### src/rtl/lpif_gearbox_pkg.sv
// Shared field layout, flit control struct and ratio helper for the LPIF asymmetric gearbox.
package lpif_gearbox_pkg;

    localparam int unsigned STATE_W  = 4;
    localparam int unsigned PROTID_W = 2;
    localparam int unsigned CRC_W    = 2;
    localparam int unsigned CTL_W    = STATE_W + PROTID_W + 1 + CRC_W + 1 + 1;

    localparam int unsigned OFF_STATE  = 0;
    localparam int unsigned OFF_PROTID = OFF_STATE + STATE_W;
    localparam int unsigned OFF_DATA   = OFF_PROTID + PROTID_W;

    // Fields above the data field, relative to the first bit after data
    localparam int unsigned REL_DVALID    = 0;
    localparam int unsigned REL_CRC       = REL_DVALID + 1;
    localparam int unsigned REL_CRC_VALID = REL_CRC + CRC_W;
    localparam int unsigned REL_VALID     = REL_CRC_VALID + 1;

    typedef struct packed {
        logic                valid;
        logic                crc_valid;
        logic [CRC_W-1:0]    crc;
        logic                dvalid;
        logic [PROTID_W-1:0] protid;
        logic [STATE_W-1:0]  state;
    } flit_ctl_t;

    typedef enum logic {
        RX_IDLE   = 1'b0,
        RX_UNPACK = 1'b1
    } rx_state_e;

    function automatic int unsigned eff_ratio(input logic gen2, input int unsigned asym);
        int unsigned r;
        if (gen2) r = asym;
        else if (asym >= 2) r = asym / 2;
        else r = 1;
        return r;
    endfunction

endpackage

### src/rtl/lpif_gearbox_rx_unpack.sv
// RX side: captures wide FIFO words and replays their slots one flit per cycle.
// With LPIF_GEARBOX_PARITY_EN each slot's even parity is checked as it is replayed.
module lpif_gearbox_rx_unpack
    import lpif_gearbox_pkg::*;
#(
    parameter int unsigned ASYM_RATIO = 2,
    parameter int unsigned FLIT_W     = 75,
    parameter int unsigned SLOT_W     = 75,
    parameter int unsigned WORD_W     = 150,
    parameter int unsigned CNT_W      = 1
) (
    input  logic              clk,
    input  logic              rst_n,
    input  logic              gen2,
    input  logic              mode_chg,
    input  logic [WORD_W-1:0] word,
    input  logic              word_vld,
    output logic              rdy_c,
    output logic              busy_c,
    output logic [FLIT_W-1:0] flit_q
`ifdef LPIF_GEARBOX_PARITY_EN
    ,
    output logic              par_err
`endif
);

    rx_state_e         state;
    logic [CNT_W-1:0]  cnt;
    logic [WORD_W-1:0] buf_q;
    logic [CNT_W-1:0]  last_c;
    logic [SLOT_W-1:0] slot_c;

    assign last_c = CNT_W'(eff_ratio(gen2, ASYM_RATIO) - 1);
    assign slot_c = buf_q[32'(cnt) * SLOT_W +: SLOT_W];
    assign busy_c = (state == RX_UNPACK);
    // Pop on the last replayed slot too, so back-to-back words have no bubble
    assign rdy_c  = !mode_chg && ((state == RX_IDLE) || (cnt == last_c));

    always_ff @(posedge clk or negedge rst_n) begin
        if (!rst_n) begin
            state   <= RX_IDLE;
            cnt     <= '0;
            buf_q   <= '0;
            flit_q  <= '0;
`ifdef LPIF_GEARBOX_PARITY_EN
            par_err <= 1'b0;
`endif
        end else begin
            flit_q[FLIT_W-1] <= 1'b0;
            if (mode_chg) begin
                state <= RX_IDLE;
                cnt   <= '0;
            end else begin
                case (state)
                    RX_IDLE: begin
                        if (word_vld) begin
                            buf_q <= word;
                            cnt   <= '0;
                            state <= RX_UNPACK;
                        end
                    end
                    RX_UNPACK: begin
                        flit_q <= slot_c[FLIT_W-1:0];
`ifdef LPIF_GEARBOX_PARITY_EN
                        if (^slot_c) par_err <= 1'b1;
`endif
                        if (cnt == last_c) begin
                            cnt <= '0;
                            if (word_vld) buf_q <= word;
                            else state <= RX_IDLE;
                        end else begin
                            cnt <= cnt + CNT_W'(1);
                        end
                    end
                    default: state <= RX_IDLE;
                endcase
            end
        end
    end

endmodule

### src/rtl/lpif_txrx_asym_gearbox.sv
// LPIF <-> logic-link FIFO gearbox: packs eff_ratio downstream flits per TX word, unpacks RX words.
// Optional per-slot even parity with LPIF_GEARBOX_PARITY_EN.
module lpif_txrx_asym_gearbox
    import lpif_gearbox_pkg::*;
#(
    parameter int unsigned DATA_W     = 64,
    parameter int unsigned ASYM_RATIO = 2,
    parameter int unsigned FLIT_W     = DATA_W + CTL_W,
`ifdef LPIF_GEARBOX_PARITY_EN
    parameter int unsigned WORD_W     = (FLIT_W + 1) * ASYM_RATIO
`else
    parameter int unsigned WORD_W     = FLIT_W * ASYM_RATIO
`endif
) (
    input  logic                clk_wr,
    input  logic                rst_wr_n,
    input  logic                m_gen2_mode,
    input  logic [STATE_W-1:0]  dstrm_state,
    input  logic [PROTID_W-1:0] dstrm_protid,
    input  logic [DATA_W-1:0]   dstrm_data,
    input  logic                dstrm_dvalid,
    input  logic [CRC_W-1:0]    dstrm_crc,
    input  logic                dstrm_crc_valid,
    input  logic                dstrm_valid,
    input  logic                tx_flush,
    output logic [WORD_W-1:0]   txfifo_downstream_data,
    output logic                txfifo_downstream_vld,
    input  logic [WORD_W-1:0]   rxfifo_upstream_data,
    input  logic                rxfifo_upstream_vld,
    output logic                rxfifo_upstream_rdy,
    output logic [STATE_W-1:0]  ustrm_state,
    output logic [PROTID_W-1:0] ustrm_protid,
    output logic [DATA_W-1:0]   ustrm_data,
    output logic                ustrm_dvalid,
    output logic [CRC_W-1:0]    ustrm_crc,
    output logic                ustrm_crc_valid,
    output logic                ustrm_valid
`ifdef LPIF_GEARBOX_PARITY_EN
    ,
    output logic                rx_parity_err
`endif
);

`ifdef LPIF_GEARBOX_PARITY_EN
    localparam int unsigned PAR_W = 1;
`else
    localparam int unsigned PAR_W = 0;
`endif
    localparam int unsigned SLOT_W        = FLIT_W + PAR_W;
    localparam int unsigned CNT_W         = (ASYM_RATIO > 1) ? $clog2(ASYM_RATIO) : 1;
    localparam int unsigned OFF_DVALID    = OFF_DATA + DATA_W + REL_DVALID;
    localparam int unsigned OFF_CRC       = OFF_DATA + DATA_W + REL_CRC;
    localparam int unsigned OFF_CRC_VALID = OFF_DATA + DATA_W + REL_CRC_VALID;
    localparam int unsigned OFF_VALID     = OFF_DATA + DATA_W + REL_VALID;

    logic              gen2_q;
    logic [CNT_W-1:0]  tx_cnt;
    logic [WORD_W-1:0] tx_buf;
    logic [WORD_W-1:0] word_c;
    logic [FLIT_W-1:0] d_flit_c;
    logic [SLOT_W-1:0] d_slot_c;
    logic [CNT_W-1:0]  last_c;
    logic              emit_c;
    logic              mode_chg_c;
    logic              rx_busy_c;
    logic [FLIT_W-1:0] rx_flit;
    flit_ctl_t         u_ctl;

    assign last_c     = CNT_W'(eff_ratio(m_gen2_mode, ASYM_RATIO) - 1);
    // A ratio change only matters while a word is partly built or being replayed
    assign mode_chg_c = (m_gen2_mode != gen2_q) && ((tx_cnt != '0) || rx_busy_c);

    // Downstream flit into slot layout and merged into the word under construction
    always_comb begin
        d_flit_c = '0;
        d_flit_c[OFF_STATE +: STATE_W]   = dstrm_state;
        d_flit_c[OFF_PROTID +: PROTID_W] = dstrm_protid;
        d_flit_c[OFF_DATA +: DATA_W]     = dstrm_data;
        d_flit_c[OFF_DVALID]             = dstrm_dvalid;
        d_flit_c[OFF_CRC +: CRC_W]       = dstrm_crc;
        d_flit_c[OFF_CRC_VALID]          = dstrm_crc_valid;
        d_flit_c[OFF_VALID]              = dstrm_valid;
`ifdef LPIF_GEARBOX_PARITY_EN
        d_slot_c = {^d_flit_c, d_flit_c};
`else
        d_slot_c = d_flit_c;
`endif
        word_c = tx_buf;
        if (dstrm_valid) word_c[32'(tx_cnt) * SLOT_W +: SLOT_W] = d_slot_c;
        emit_c = (dstrm_valid && (tx_cnt == last_c))
              || (tx_flush && ((tx_cnt != '0) || dstrm_valid));
    end

    always_ff @(posedge clk_wr or negedge rst_wr_n) begin
        if (!rst_wr_n) begin
            gen2_q                 <= 1'b0;
            tx_cnt                 <= '0;
            tx_buf                 <= '0;
            txfifo_downstream_data <= '0;
            txfifo_downstream_vld  <= 1'b0;
        end else begin
            gen2_q                <= m_gen2_mode;
            txfifo_downstream_vld <= 1'b0;
            if (mode_chg_c) begin
                tx_cnt <= '0;
                tx_buf <= '0;
            end else if (emit_c) begin
                txfifo_downstream_data <= word_c;
                txfifo_downstream_vld  <= 1'b1;
                tx_cnt                 <= '0;
                tx_buf                 <= '0;
            end else if (dstrm_valid) begin
                tx_buf <= word_c;
                tx_cnt <= tx_cnt + CNT_W'(1);
            end
        end
    end

    lpif_gearbox_rx_unpack #(
        .ASYM_RATIO (ASYM_RATIO),
        .FLIT_W     (FLIT_W),
        .SLOT_W     (SLOT_W),
        .WORD_W     (WORD_W),
        .CNT_W      (CNT_W)
    ) u_rx (
        .clk      (clk_wr),
        .rst_n    (rst_wr_n),
        .gen2     (m_gen2_mode),
        .mode_chg (mode_chg_c),
        .word     (rxfifo_upstream_data),
        .word_vld (rxfifo_upstream_vld),
        .rdy_c    (rxfifo_upstream_rdy),
        .busy_c   (rx_busy_c),
        .flit_q   (rx_flit)
`ifdef LPIF_GEARBOX_PARITY_EN
        ,
        .par_err  (rx_parity_err)
`endif
    );

    always_comb begin
        u_ctl.state     = rx_flit[OFF_STATE +: STATE_W];
        u_ctl.protid    = rx_flit[OFF_PROTID +: PROTID_W];
        u_ctl.dvalid    = rx_flit[OFF_DVALID];
        u_ctl.crc       = rx_flit[OFF_CRC +: CRC_W];
        u_ctl.crc_valid = rx_flit[OFF_CRC_VALID];
        u_ctl.valid     = rx_flit[OFF_VALID];
    end

    assign ustrm_state     = u_ctl.state;
    assign ustrm_protid    = u_ctl.protid;
    assign ustrm_data      = rx_flit[OFF_DATA +: DATA_W];
    assign ustrm_dvalid    = u_ctl.dvalid;
    assign ustrm_crc       = u_ctl.crc;
    assign ustrm_crc_valid = u_ctl.crc_valid;
    assign ustrm_valid     = u_ctl.valid;

endmodule

### config.mk
export PLATFORM = sky130hd
export DESIGN_NAME = lpif_txrx_asym_gearbox
export DESIGN_NICKNAME = d
export VERILOG_FILES = /design/src/rtl/lpif_gearbox_pkg.sv /design/src/rtl/lpif_gearbox_rx_unpack.sv /design/src/rtl/lpif_txrx_asym_gearbox.sv
export SDC_FILE = /design/constraint.sdc
export NUM_CORES = 1
export LEC_CHECK = 0
export ABC_AREA = 1
export ABC_CLOCK_PERIOD_IN_PS = 2390
export CAP_MARGIN = 10
export CORE_MARGIN = 5
export CORE_UTILIZATION = 52
export CTS_CLUSTER_DIAMETER = 60
export DETAILED_ROUTE_END_ITERATION = 8
export PLACE_DENSITY = 0.88
export RECOVER_POWER = 100
export SYNTH_ARGS = -nofsm -noshare
export SYNTH_HDL_FRONTEND = slang
export SYNTH_HIERARCHICAL = 1
export SYNTH_SLANG_ARGS = --single-unit
### constraint.sdc
create_clock -name clk_wr -period 2.39 [get_ports clk_wr]
set_clock_uncertainty 0.05 [all_clocks]
set_input_delay 0.478 -clock clk_wr [delete_from_list [all_inputs] [get_ports clk_wr]]
set_output_delay 0.478 -clock clk_wr [all_outputs]
set_load 0.005 [all_outputs]
Yosys cells after proc, flatten, opt, wreduce, memory -nomap -nowiden
Cells that the tools add are included.
- output and inout port bits: 227
- bits of input ports: 230
- flip-flop bits (word level): 530
- word-level logic and storage cells: 63
- reductions and logical operators: 13
- equality and inequality tests: 5
- $mul: 2
- shift operators: 3
- multiplexer cells: 24
- bitwise gates (word level): 2
- add/sub/neg operators: 4
- operators with widths (operator ; number):
    $mux 150 ; 6
    $pmux 150 s2 ; 1
    $bwmux 150 ; 1
    $mux 75 ; 2
    $shift 75x34->150 const A ; 1
    $shiftx 150x9->75 ; 1
    $shiftx 75x34->150 ; 1
    $neg 8->34 ; 1
    $mul 1x7->8 const B ; 2
    $mux 1 ; 12
    $reduce_and 2->1 ; 3
    $logic_and 1x1->1 ; 4
    $logic_or 1x1->1 ; 4
    $pmux 1 s2 ; 2
    $ne 3x2->1 const B ; 1
    $reduce_bool 3->1 ; 1
    $add 1x1->1 const B ; 2
    $eq 1x1->1 ; 2
    $ne 2x2->1 const B ; 1
    $not 1->1 ; 2
    $logic_not 1->1 ; 1
    $ne 1x1->1 ; 1
    $sub 1x1->1 const B ; 1

Depth between registers and ports, before layout
Gate-level depths: netlist of the first run.
- depth in word-level cells: 8
- gate-level depth with buffers: 12
- depth with buffers taken out: 8

Hierarchy
The synthesis of the first run kept the hierarchy.
- by module, submodules not included (module ; area an instance (sq um) ; cells an instance ; instances ; sequential area each (sq um)):
    lpif_txrx_asym_gearbox ; 13041.3 ; 1579 ; 1 ; 7582.3
    lpif_gearbox_rx_unpack ; 9939.5 ; 1236 ; 1 ; 5680.4

Worst setup path after synthesis of the first run
No wires, ideal clock.
- path type: input to register
- start point: input port m_gen2_mode
- end point: register u_rx.buf_q[100]
- stages on the path: 10
- path buffers: 4
- slack: 0.299 ns
- arrival: 1.975 ns
- path through: or2_0 > nand3b_1 > buf_2 > inv_2 > clkbuf_1 > inv_2 > buf_2 > clkbuf_1 > nand4_1 > nand2_1
- RTL lines (what ; RTL line ; RTL):
    start, declared ; lpif_txrx_asym_gearbox.sv:17 ; input logic m_gen2_mode,
    $ne 1x1->1 ; lpif_txrx_asym_gearbox.sv:71 ; assign mode_chg_c = (m_gen2_mode != gen2_q) && ((tx_cnt != '0) || rx_busy_c);
    $logic_and 1x1->1 ; lpif_txrx_asym_gearbox.sv:71 ;
    net mode_chg_c ; lpif_txrx_asym_gearbox.sv:64 ; logic mode_chg_c;
    $not 1->1 (no source line) ; - ;
    $reduce_and 2->1 (no source line) ; - ;
    end signal, assigned ; lpif_gearbox_rx_unpack.sv:57 ; buf_q <= word;
    end signal, assigned ; lpif_gearbox_rx_unpack.sv:69 ; if (word_vld) buf_q <= word;
    end, declared ; lpif_gearbox_rx_unpack.sv:29 ; logic [WORD_W-1:0] buf_q;
The timed path passes the listed nets, and every way through them passes these cells.
A chain may end at the register's enable or synchronous reset.

Worst setup path in the final report of the first run
- start point: register u_rx.cnt
- end point: register u_rx.buf_q[59]
- word-level cells in the longest chain between the ends: 3
- ends and longest elaborated chain (what ; RTL line ; RTL):
    start, declared ; lpif_gearbox_rx_unpack.sv:28 ; logic [CNT_W-1:0] cnt;
    start signal, assigned ; lpif_gearbox_rx_unpack.sv:72 ; cnt <= cnt + CNT_W'(1);
    $eq 1x1->1 ; lpif_gearbox_rx_unpack.sv:67 ; if (cnt == last_c) begin
    $ne 2x2->1 (no source line) ; - ;
    $reduce_and 2->1 (no source line) ; - ;
No other way between the ends.

==> results of run 1 <==
==> worst max-delay path by stage <==
| stage | endpoint | depth (start not counted) | slack (ns) |
|---|---|---|---|
| after floorplan | u_rx/buf_q[100] | 10 | 0.30 |
| after global placement | rxfifo_upstream_rdy | 6 | -0.40 |
| after detailed placement | rxfifo_upstream_rdy | 6 | -0.33 |
| after CTS | rxfifo_upstream_rdy | 5 | 0.02 |
| after global routing | u_rx/buf_q[59] | 9 | 0.02 |
| final | u_rx/buf_q[59] | 9 | 0.07 |
==> metal layers <==
layer	routed length [um]	vias to the layer above	part of all wire [%]
met1	27080	10480	38
met2	35160	1187	49
met3	5516	257	7.7
met5	0	-	0
met4	4324	0	6.0
li1	-	9769	-
==> layout by cell type (no fill, tap or decap), types with 2 or more instances in the layout <==
cell type | synthesis | routed
a21oi_1 | 3 | 2
buf_12 | 0 | 31
buf_4 | 3 | 23
buf_6 | 0 | 3
bufinv_16 | 0 | 5
clkbuf_1 | 96 | 16
clkbuf_16 | 0 | 57
clkbuf_2 | 0 | 11
clkbuf_4 | 0 | 7
clkbuf_8 | 0 | 10
clkdlybuf4s50_1 | 0 | 226
clkinv_2 | 0 | 15
clkinvlp_4 | 0 | 2
dfrtp_1 | 530 | 527
dfrtp_2 | 0 | 3
diode_2 | 0 | 10
dlygate4sd3_1 | 0 | 227
inv_1 | 83 | 83
inv_2 | 5 | 3
inv_4 | 0 | 2
nand2_1 | 1205 | 1201
nand2_4 | 0 | 5
nand3_1 | 303 | 303
nand4_1 | 150 | 150
nor2_1 | 153 | 153
o21ai_0 | 149 | 149
==> power breakdown <==
group / leakage [nW] / total [mW] / internal, mW / switching [mW]
clock network: 0.925 / 8.79 / 5.20 / 3.59
registers: 6.93 / 12.5 / 11.2 / 1.32
logic: 7.96 / 8.54 / 3.64 / 4.90
==> metrics by stage <==
stage / area, um2 / hold WS [ns]
detailed placement: 28460 / 0.3509
global route: 30150 / 0.3635
CTS: 30350 / 0.2336
floorplan: 22980 / 0.1324
global placement: 28460 / 0.3505
finish: 30160 / 0.3692
==> cell type report <==
type / count / share of cell area (%)
flip-flops and latches: 530 / 43.99
repair buffers: 537 / 18.28
diodes: 10 / 0.08298
clock inverters: 24 / 0.8630
well taps: 592 / 2.456
multi-input cells: 1970 / 27.91
clock buffers: 76 / 5.298
inverters: 88 / 1.112
==> Yosys cell counts <==
library cell / instances / area [um2]
ha_1: 1 / 12.51
buf_1: 6 / 22.52
nand4_1: 150 / 938.4
nand2_1: 1205 / 4523
nand3b_1: 1 / 7.510
inv_1: 83 / 311.6
dfrtp_1: 530 / 13260
nor2_1: 153 / 574.3
o21ai_0: 149 / 745.7
nand2_2: 2 / 12.51
buf_4: 3 / 22.52
a21oi_1: 3 / 15.01
nand3_2: 2 / 20.02
buf_2: 122 / 610.6
or2_0: 1 / 6.260
nand3_1: 303 / 1516
clkbuf_1: 96 / 360.4
inv_2: 5 / 18.77
==> repair_timing <==
item | CTS | global route
setup buffers | 2 | 2
pin swaps | 0 | 0
endpoints found under the hold margin | 29 | 0
hold buffers | 1 | 0
setup endpoints to repair | 1 | 1
resized for setup | 5 | 1
==> state kept, by name, summed over array words and instances, names as in the netlist <==
signal / flops
u_rx/flit_q: 75
txfifo_downstream_data: 150
txfifo_downstream_vld: 1
u_rx/cnt: 1
u_rx/busy_c: 1
tx_buf: 150
gen2_q: 1
u_rx/buf_q: 150
tx_cnt: 1
==> worst register-to-register path: stages (launching register included) <==
cell      delay (ns)
dfrtp_2         0.36
inv_1           0.05
ha_1            0.27
inv_1           0.06
clkbuf_1        0.15
nand2_4         0.12
clkbuf_2        0.41
clkbuf_2        0.47
nand4_1         0.21
nand2_1         0.12
==> logic make-up after synthesis <==
| group | Yosys count | synth area share (%) |
|---|---|---|
| AND/OR/NAND/NOR | 1817 | 33.06 |
| adder cells (fa/ha/maj) | 1 | 0.05444 |
| flip-flops | 530 | 57.71 |
| buffers and inverters | 315 | 5.858 |
| AO/OA/AOI/OAI | 152 | 3.310 |
==> reports/qor.yml, run 1 <==
worst_hold_path:
  hold_depth: 4
  hold_path.class: "in -> reg"
  hold_start: "rxfifo_upstream_vld"
  min_to: "u_rx/buf_q[147]"
power:
  finalPower_mw: 29.86
  p_leak_nw: 15.82
  peakVddDrop_mv: 0.7437
  power.density_nw_per_um2: 990.3
synth:
  avgSynthCellArea_um2: 8.164
  synth_seq_cells: 530
  synth_area_um2: 22980
  seq_area_frac_synth_pct: 57.71
  synthesis.nets: 3046
  synth_cell_types: 18
  syn-instance-count: 2815
  yosysWarnings: 6
sta:
  period_needed_ns: 2.323
  report.final.slew_viol_count: 0
  setup_slack_ns: 0.06686
  worst_pin_slew_ns: 1.207
  rsz0062_at_grt: "false"
  max_freq_ghz: 0.4305
  setup-tns-final_ns: 0
  hold_viol_final: 0
  slew_headroom_pct: 19.51
  setup_viol: 0
  timing.final.crit_share_pct: 97.20
placement:
  place_ws_ns: -0.3333
  io_buffers: 456
  hpwl_um: 46070
  placed_cells: 3712
  gp_congestion: 0.8966
final_layout:
  drive_gt1_share_pct: 5.674
  register_area_um2: 13270
  final_util_pct: 68.65
  multiInputGateArea_um2: 8418
  final_cells: 3827
  nets: 3413
  fillers: 3218
  syn_to_final_growth_pct: 31.23
critical_path:
  crit_arrival_ns: 2.80
  crit_fanout: 20
  cp.buffers_inverters: 5
  rrSetupSlack_ns: 0.07
  start_kind: "flip-flop"
  worstRegToRegCells: 9
  path_class: "reg -> reg"
  max_stage_delay_ns: 0.46
  crit_start: "u_rx/cnt"
  crit_slowest_cell: "clkbuf_2"
  worst-endpoint-required_ns: 2.87
  end_kind: "flip-flop"
  crit_family: "buffers and inverters"
  timing.rr.end: "u_rx/buf_q[59]"
  path_cells: "inv_1 > ha_1 > inv_1 > clkbuf_1 > nand2_4 > clkbuf_2 > clkbuf_2 > nand4_1 > nand2_1"
  r2r-start: "u_rx/cnt"
run:
  cap_violations: 0
global_routing:
  use_met2_pct: 46.58
  met3_usage_pct: 4.611
  grt_overflow_total: 0
  grt.total_usage_pct: 28.94
  met1_usage_pct: 37.52
  grt_start_max_net_pins: 152
  grt_pass1_vias: 21460
  antenna_found_initial: 6
  busiest_layer: "met2"
  grt_pass1_wl_um: 113900
status:
  outcome: "completed"
die:
  core_area_um2: 43930
  start_util_pct: 52.31
  die_x_um: 220.2
  fp-row-count: 77
  ioPinCount: 457
  fp.dieArea_um2: 48500
  die-height_um: 220.2
clock_tree:
  cts_tree: "built"
  clkSinkCount: 530
  path_clk_slew_ns: 0.06
  cts_root_buffer: "clkbuf_16"
  numCtsBuffers: 55
  h-tree-depth: 2
  worstSkewPairLatency_ns: 0.59
  clock_path_buffers: 3
route:
  drtIter0Drc: 2478
  vias: 21690
  wl_um: 72080
  drt_pass1_iterations: 6
  post_drt_via_cell_ratio: 5.667
  wire_per_inst_um: 18.84
  drc_errors: 0
  postRouteAntennaNets: 0
(Power assumes the default switching activity.)
==> run 2: changes to the inputs <==
Settings changed: ABC_CLOCK_PERIOD_IN_PS 2390 to 2700, CORE_UTILIZATION 52 to 56, PLACE_DENSITY 0.88 to 0.94.
Clock period 2.39 ns to 2.7 ns, I/O delays scaled along.
==> run 2 against run 1 <==
  * Setup slack improved by 0.085 ns
  * Highest routed layer unchanged
  * Via count rose by 1.5%
  * Utilization increased by 4.0 points
  * Combinational power is 14% lower
  * Non-clock buffer count is 32 lower
  * Design area decreased by 1.9%
  * Largest power group unchanged
  * Wire length up 0.93%
==> reports/qor.yml, run 2 (same netlist as run 1, synthesis figures left out) <==
status:
  outcome: "completed"
die:
  ioPinCount: 457  # unchanged
  start_util_pct: 56.41  # +4.1 points
  fp-row-count: 74  # -3.9%
  die-height_um: 212.6  # -3.5%
  die_x_um: 212.6  # -3.5%
  fp.dieArea_um2: 45190  # -6.8%
  core_area_um2: 40740  # -7.3%
placement:
  placed_cells: 3624  # -2.4%
  gp_congestion: 0.8815  # -1.7%
  io_buffers: 456  # unchanged
  hpwl_um: 44740  # -2.9%
  place_ws_ns: -0.01087  # +0.3225 ns
sta:
  setup_viol: 0  # unchanged
  setup_slack_ns: 0.1517  # +0.08483 ns
  fin_hold_ws_ns: 0.4164  # +0.04722 ns
  timing.final.crit_share_pct: 94.38
  slew_headroom_pct: 15.30  # -4.2 points
  max_freq_ghz: 0.3924
  report.final.slew_viol_count: 0  # unchanged
  period_needed_ns: 2.548
  hold_viol_final: 0  # unchanged
  setup-tns-final_ns: 0  # unchanged
  worst_pin_slew_ns: 1.271  # +0.06325 ns
  rsz0062_at_grt: "false"
clock_tree:
  path_clk_slew_ns: 0.06  # about the same
  cts_tree: "built"
  worstSkewPairLatency_ns: 0.59  # about the same
  clkSinkCount: 530  # unchanged
  numCtsBuffers: 52  # -5.5%
  post_cts_buffers: 0  # -2
  cts_root_buffer: "clkbuf_16"
  h-tree-depth: 2  # unchanged
  clock_path_buffers: 3  # unchanged
route:
  drtIter0Drc: 2607  # +5.2%
  wire_per_inst_um: 19.49  # +3.5%
  wl_um: 72750  # +0.93%
  drt_pass1_iterations: 8  # +2
  drc_errors: 0  # unchanged
  postRouteAntennaNets: 0  # unchanged
  post_drt_via_cell_ratio: 5.900  # +4.1%
  vias: 22020  # +1.5%
critical_path:
  path_class: "in -> reg"
  crit_arrival_ns: 3.00  # +0.20 ns
  crit_slowest_cell: "buf_6"
  crit_fanout: 151  # +660%
  worst-endpoint-required_ns: 3.15  # +0.28 ns
  path_cells: "clkdlybuf4s50_1 > ha_1 > inv_1 > clkbuf_4 > nand2_1 > buf_6 > nand4_1 > nand2_1"
  max_stage_delay_ns: 0.85  # +0.39 ns
  crit_family: "buffers and inverters"
  crit_top_cell: "nand2_1"
  start_kind: "input pin"
  end_kind: "flip-flop"
  cp.buffers_inverters: 4  # -1
final_layout:
  final_cells: 3732  # -2.5%
  syn_to_final_growth_pct: 28.78
  layout_commonest_cell: "nand2_1"
  top_regs: "tx_buf: 150 flops, txfifo_downstream_data: 150 flops, u_rx/buf_q: 150 flops"
  nets: 3378  # -1.0%
  drive_gt1_share_pct: 4.265  # -1.4 points
  layout_common_cells: "nand2_1 (1202), dfrtp_1 (528), nand3_1 (303)"
  final_util_pct: 72.64  # +4.0 points
global_routing:
  grt_start_max_net_pins: 152  # unchanged
  antenna_found_initial: 7  # +1
  grt.total_usage_pct: 31.48  # +2.5 points
  grt_pass1_wl_um: 115400  # +1.3%
  grt_pass1_vias: 21910  # +2.1%
  grt_overflow_total: 0  # unchanged
power:
  p_leak_nw: 15.54  # -1.8%
  power.density_nw_per_um2: 883.2  # -11%
  peakVddDrop_mv: 0.6107  # -18%
run:
  cap_violations: 0  # unchanged
worst_hold_path:
  hold_path.class: "reg -> reg"
-- run 2: what timing repair did --
item,CTS,global route
hold buffers,1,0
resized for setup,2,0
endpoints found under the setup margin,1,0
endpoints found under the hold margin,51,0
-- run 2: cell type report --
cell class              count  area [um2]
inverters                  88       335.3
diodes                     11       27.53
well taps                 532       665.6
clock inverters            16       269.0
fillers                  2622       11140
multi-input cells        1970        8414
repair buffers            505        5080
clock buffers              80        1538
flip-flops and latches    530       13270
-- run 2: worst paths after layout --
kind	start	endpoint	slack [ns]	depth (start not counted)
min in group asynchronous	rst_wr_n	txfifo_downstream_data[13]	0.47	2
min	txfifo_downstream_data[148]	txfifo_downstream_data[148]	0.42	2
max	m_gen2_mode	u_rx/buf_q[11]	0.15	8
min reg2reg	txfifo_downstream_data[148]	txfifo_downstream_data[148]	0.42	2
max in group asynchronous	rst_wr_n	u_rx/buf_q[9]	0.55	3
max reg2reg	u_rx/cnt	u_rx/buf_q[11]	0.24	8
-- run 2: stage by stage --
stage               power, mW  instance area, um2
finish                  26.14               29590
global route            27.48               29580
CTS                     26.70               29740
detailed placement      18.87               27930
global placement        18.46               27930
floorplan               14.62               22980
-- run 2: per-layer routing --
layer | track usage [%] | up-vias | share of wire [%]
li1 | - | 9689 | -
met1 | 39.78 | 10520 | 35
met2 | 51.46 | 1498 | 50
met3 | 5.342 | 318 | 8.6
met4 | 18.54 | 0 | 6.5
met5 | 0 | - | 0
-- run 2: worst reg2reg max path, cell delays in order, from the launching register on --
cell      delay (ns)
dfrtp_2         0.37
inv_2           0.04
ha_1            0.26
inv_1           0.05
clkbuf_4        0.12
nand2_1         0.14
buf_6           0.85
nand4_1         0.36
nand2_1         0.16
-- run 2: power by group --
group	total (mW)	switching, mW	internal (mW)
combinational	7.38	4.36	3.02
clock	7.64	3.05	4.59
sequential	11.1	1.19	9.93
total	26.1	8.60	17.5
